==> config.mk <==
export PLATFORM = sky130hd
export DESIGN_NAME = spi_flash_master
export DESIGN_NICKNAME = d
export VERILOG_FILES = /design/src/rtl/spi_flash_master.sv
export SDC_FILE = /design/constraint.sdc
export NUM_CORES = 1
export LEC_CHECK = 0
export ABC_AREA = 1
export BUFFER_PORTS_ARGS = -buffer_cell sky130_fd_sc_hd__clkbuf_2
export CORE_MARGIN = 3
export CORE_UTILIZATION = 45
export CTS_BUF_LIST = sky130_fd_sc_hd__clkbuf_2 sky130_fd_sc_hd__clkbuf_4 sky130_fd_sc_hd__clkbuf_8
export DETAILED_ROUTE_END_ITERATION = 7
export GPL_TIMING_DRIVEN = 0
export PLACE_DENSITY = 0.68
export SETUP_SLACK_MARGIN = 0.4
export SYNTH_ARGS = -nofsm -noshare
export SYNTH_HDL_FRONTEND = slang
export SYNTH_SLANG_ARGS = --single-unit
export TNS_END_PERCENT = 5
==> constraint.sdc <==
create_clock -name clk -period 2.25 [get_ports clk]
set_input_delay 0.3375 -clock clk [delete_from_list [all_inputs] [get_ports clk]]
set_output_delay 0.3375 -clock clk [all_outputs]
set_load 0.02 [all_outputs]
==> src/rtl/spi_flash_master.sv <==
// spi_flash_master: bus-mapped SPI mode-0 byte master for a serial flash.
// Define SPI_MASTER_DONE_EN to add a one-cycle done pulse at the end of each byte.
module spi_flash_master #(
    parameter int CLKDIV = 4
) (
    input  logic        clk,
    input  logic        reset,
    input  logic        wr,
    input  logic        rd,
    input  logic        sel,
    input  logic [15:0] din,
    output logic [15:0] dout,
    output logic        sck,
    output logic        mosi,
    input  logic        miso,
    output logic        cs_n,
    output logic        busy
`ifdef SPI_MASTER_DONE_EN
    ,
    output logic        done
`endif
);
    typedef enum logic [1:0] {IDLE, LOW, HIGH} state_t;

    state_t      state_q, state_d;
    logic [7:0]  cnt_q, cnt_d;
    logic [2:0]  bit_q, bit_d;
    logic [7:0]  tx_q, tx_d;
    logic [7:0]  rxs_q, rxs_d;
    logic [7:0]  rx_q, rx_d;
    logic        mosi_q, mosi_d;
    logic        cs_n_q, cs_n_d;
    logic        tc, fin;
    logic        unused_ok;

    // rd only qualifies the read mux externally; dout is purely combinational
    assign unused_ok = ^{rd, din[15:8]};

    always_ff @(posedge clk) begin
        if (reset) begin
            state_q <= IDLE;
            cnt_q   <= '0;
            bit_q   <= '0;
            tx_q    <= '0;
            rxs_q   <= '0;
            rx_q    <= '0;
            mosi_q  <= 1'b0;
            cs_n_q  <= 1'b1;
        end else begin
            state_q <= state_d;
            cnt_q   <= cnt_d;
            bit_q   <= bit_d;
            tx_q    <= tx_d;
            rxs_q   <= rxs_d;
            rx_q    <= rx_d;
            mosi_q  <= mosi_d;
            cs_n_q  <= cs_n_d;
        end
    end

    always_comb begin
        state_d = state_q;
        cnt_d   = cnt_q;
        bit_d   = bit_q;
        tx_d    = tx_q;
        rxs_d   = rxs_q;
        rx_d    = rx_q;
        mosi_d  = mosi_q;
        cs_n_d  = (wr && sel) ? ~din[0] : cs_n_q;
        tc      = cnt_q == 8'(CLKDIV - 1);
        fin     = state_q == HIGH && tc && bit_q == 3'd7;
        case (state_q)
            IDLE: begin
                if (wr && !sel) begin
                    state_d = LOW;
                    tx_d    = din[7:0];
                    mosi_d  = din[7];
                    cnt_d   = '0;
                end
            end
            LOW: begin
                cnt_d = tc ? 8'd0 : cnt_q + 8'd1;
                if (tc) begin
                    state_d = HIGH;
                    rxs_d   = {rxs_q[6:0], miso};
                end
            end
            HIGH: begin
                cnt_d = tc ? 8'd0 : cnt_q + 8'd1;
                if (tc) begin
                    bit_d = bit_q + 3'd1;
                    if (fin) begin
                        state_d = IDLE;
                        rx_d    = rxs_q;
                    end else begin
                        state_d = LOW;
                        tx_d    = {tx_q[6:0], 1'b0};
                        mosi_d  = tx_q[6];
                    end
                end
            end
            default: state_d = IDLE;
        endcase
    end

`ifdef SPI_MASTER_DONE_EN
    logic done_q;
    always_ff @(posedge clk) begin
        if (reset) done_q <= 1'b0;
        else       done_q <= fin;
    end
    assign done = done_q;
`endif

    assign busy = state_q != IDLE;
    assign sck  = state_q == HIGH;
    assign mosi = mosi_q;
    assign cs_n = cs_n_q;
    assign dout = sel ? {14'd0, ~cs_n_q, busy} : {8'd0, rx_q};
endmodule

==> results.md <==
- Yosys top cell by area: sky130_fd_sc_hd__dfxtp_1
- Global-route wire length before repair: 5660 um
- Post-Syn Area per Cell: 7.60 um2
- Most frequent cell after synthesis: sky130_fd_sc_hd__nor2_1
- Synth warn: 0
- Kind of capture point of the worst setup path: output pin
- Required time at the worst-slack endpoint: 1.91 ns
- R2R Path Start: state_q[0]
- Fin. Hold Viols: 0
- Final-stage net count: 310
- Reg2reg setup slack: 0.58 ns
- Total number of H-tree levels: 2
- Total count of max-transition violations in the final report: 0
- Iter 0 DRT Violations: 56
- Overall overflow remaining after global route: 0
- Min-delay src: miso
- Maximum clock insertion buffer count: 2
- Share of the clock period used by the worst path: 0.778
- Path type of the worst setup path: reg -> out
- Run status: finished, final reports clean
- Most used flip-flop cell after synthesis: sky130_fd_sc_hd__dfxtp_1
- Kind of path behind the tightest hold check: in -> reg
- Register-to-Register Path Depth: 10
- Number of clock buffers inserted by TritonCTS: 5
- Post-Place Cell Area: 2060 um2
- Setup total negative slack: 0 ns
- Async set or reset register ratio after synthesis: 0
- Max-capacitance violation count: 0
- Number of sinks driven by the clock tree: 38
- Port Buffer Count: 23
- Summed instance area of the synthesized netlist: 1860 um2
- Capture point of the worst reg-to-reg path: tx_q[6]
- All-Layer GR Usage: 0.143
- Fmax achieved: 571 MHz
- Largest vdd supply drop: 0.330 mV
- Ordered cell list for the critical path: inv_1, ha_1, o21ai_0, clkbuf_2
- Startpoint types: flip-flop
- Root Buffer: sky130_fd_sc_hd__clkbuf_8
- PnR Total Power: 1.47 mW
- Routed Antenna Nets: 0
- Slowest cell on the critical path: sky130_fd_sc_hd__dfxtp_1
- Leakage power figure: 0.937 nW
- Clock latency reported for the late side of the worst-skew pair: 0.29 ns
- Slowest cell delay on critical path: 0.40 ns
- Filler Cells Inserted: 379
- Time the worst path needs with I/O delays and setup: 1.75 ns
- Final Cell Area: 2150 um2
- Post-Route WL: 3430 um
- CORE AREA: 3830 um2
- Die Area: 4930 um2
- Width of the die: 70.2 um
- Yosys top cell area share: 0.410
- Number of placed I/O pins: 42
- Fraction of the yosys area taken by sequential cells: 0.410
- Average routed wire per standard cell: 10.4 um
- Via/cell ratio: 4.65
- Die Span Y: 70.2 um
- Total of cells resized after clock tree synthesis: 0
- RSZ-0062 raised after global routing: true
- Count of cell types in the netlist: 27
- # diodes: 0
- Multi-input logic area: 943 um2
- Register clock-pin slew on the reported worst setup and hold paths: 0.08 ns
- Vias in the first global route: 1289
- # rows: 22
- Routability congestion estimate from global placement: 0.760
- Placed wire-length estimate after detailed placement: 2510 um
- Effective utilization at floorplan: 0.485
- Post-synth EDFFs: 0
- Instance count of the mapped netlist: 244
- Worst setup path start: state_q[1]
- Number of antenna violations at the first check in global routing: 0
- Number of hold buffers added after cts: 0
- Pwr dens: 682 nW/um2
- 1st-pass router iterations: 4
- Biggest fanout along the worst timing path: 4
- Clock tree from TritonCTS: built
- Synth top cells by count: sky130_fd_sc_hd__nor2_1, sky130_fd_sc_hd__nand2_1, sky130_fd_sc_hd__dfxtp_1
- Synth top area cells: sky130_fd_sc_hd__dfxtp_1, sky130_fd_sc_hd__nor2_1, sky130_fd_sc_hd__nand2_1
- Worst hold endpoint: rxs_q[0]
- Hold path cells: 3
- Post-CTS repair timing setup buffer count: 0
- Number of synthesized register bits: 38
- DRC violation count after routing: 0
- CP Data Arrival Time: 1.41 ns
- Share of final-layout standard cells stronger than drive strength 1: 0.227
- Signed area change from the synthesized netlist to the final layout: 16.1%
- Largest net degree at the start of global routing: 13
- Total area of sequential cells: 761 um2
- Final setup skew: 0.00641 ns
- Via count: 1533
- Final setup violation count: 0
==> worst max path at each step <==
stage,endpoint,slack [ns],cells after the start
finish,dout[0],0.50,4
global route,dout[0],0.39,4
floorplan,mosi,0.56,9
global placement,mosi,0.50,10
detailed placement,tx_q[6],0.50,10
CTS,dout[0],0.47,4
==> layout make-up <==
type	count	share of cell area
Clock inverter	2	0.00581
Sequential cell	38	0.353
Tap cell	48	0.0279
Clock buffer	6	0.0383
Timing Repair Buffer	23	0.0534
Multi-Input combinational cell	178	0.438
Buffer	14	0.0470
Inverter	21	0.0366
==> cell families after synthesis <==
logic type,share of synthesized area
AO/OA/AOI/OAI,0.108
XOR/XNOR,0.0142
buffers and inverters,0.0971
adder cells (fa/ha/maj),0.0472
multiplexers,0.0378
AND/OR/NAND/NOR,0.284
other,0.00202
flip-flops,0.410
==> where the power goes <==
group | internal, mW | switching [mW] | total, mW
clock network | 0.246 | 0.243 | 0.489
registers | 0.705 | 0.0221 | 0.727
logic | 0.0992 | 0.155 | 0.254
total | 1.05 | 0.420 | 1.47
==> layer usage <==
layer | wire length, um | share of wire | track usage | vias to the layer above
met3 | 102 | 0.030 | 0.0345 | 4
li1 | - | - | - | 831
met2 | 1530 | 0.45 | 0.217 | 20
met4 | 50 | 0.015 | 0.0702 | 0
met1 | 1750 | 0.51 | 0.188 | 678
met5 | 0 | 0 | 0 | -
==> per-stage QoR <==
step | util | std cells | hold slack (ns) | setup WS (ns)
final | 0.563 | 330 | 0.302 | 0.499
after global routing | 0.563 | 330 | 0.315 | 0.392
after CTS | 0.562 | 330 | 0.301 | 0.473
after detailed placement | 0.538 | 322 | 0.445 | 0.500
after global placement | 0.538 | 322 | 0.442 | 0.501
after floorplan | - | 251 | 0.407 | 0.562
==> state kept, by name, summed over array words and instances (netlist names) <==
register  flops
cnt_q         8
rx_q          8
rxs_q         8
tx_q          7
bit_q         3
state_q       2
cs_n          1
mosi          1
==> worst max-delay path, delay by kind of cell (launching register included) <==
family                   cells  cell delay [ns]
flip-flops                   1             0.40
adder cells (fa/ha/maj)      1             0.26
AO/OA/AOI/OAI                1             0.19
buffers and inverters        2             0.28
==> cell usage in the layout, fill, tap and decap left out, types with 2 or more instances in the layout <==
| master | synthesis | layout |
|---|---|---|
| sky130_fd_sc_hd__a21oi_1 | 13 | 13 |
| sky130_fd_sc_hd__buf_2 | 3 | 3 |
| sky130_fd_sc_hd__buf_4 | 9 | 9 |
| sky130_fd_sc_hd__clkbuf_2 | 0 | 23 |
| sky130_fd_sc_hd__clkbuf_8 | 0 | 6 |
| sky130_fd_sc_hd__clkinv_1 | 2 | 2 |
| sky130_fd_sc_hd__conb_1 | 1 | 8 |
| sky130_fd_sc_hd__dfxtp_1 | 38 | 38 |
| sky130_fd_sc_hd__ha_1 | 7 | 6 |
| sky130_fd_sc_hd__inv_1 | 19 | 19 |
| sky130_fd_sc_hd__mux2i_1 | 7 | 7 |
| sky130_fd_sc_hd__nand2_1 | 42 | 42 |
| sky130_fd_sc_hd__nand2_2 | 4 | 4 |
| sky130_fd_sc_hd__nand3_1 | 5 | 5 |
| sky130_fd_sc_hd__nand4_1 | 2 | 2 |
| sky130_fd_sc_hd__nor2_1 | 47 | 47 |
| sky130_fd_sc_hd__nor2_2 | 10 | 10 |
| sky130_fd_sc_hd__nor2_4 | 2 | 2 |
| sky130_fd_sc_hd__nor3b_1 | 3 | 3 |
| sky130_fd_sc_hd__o21ai_0 | 19 | 19 |
| sky130_fd_sc_hd__xor2_1 | 3 | 3 |
No activity file was read; power rests on OpenSTA's default activity.
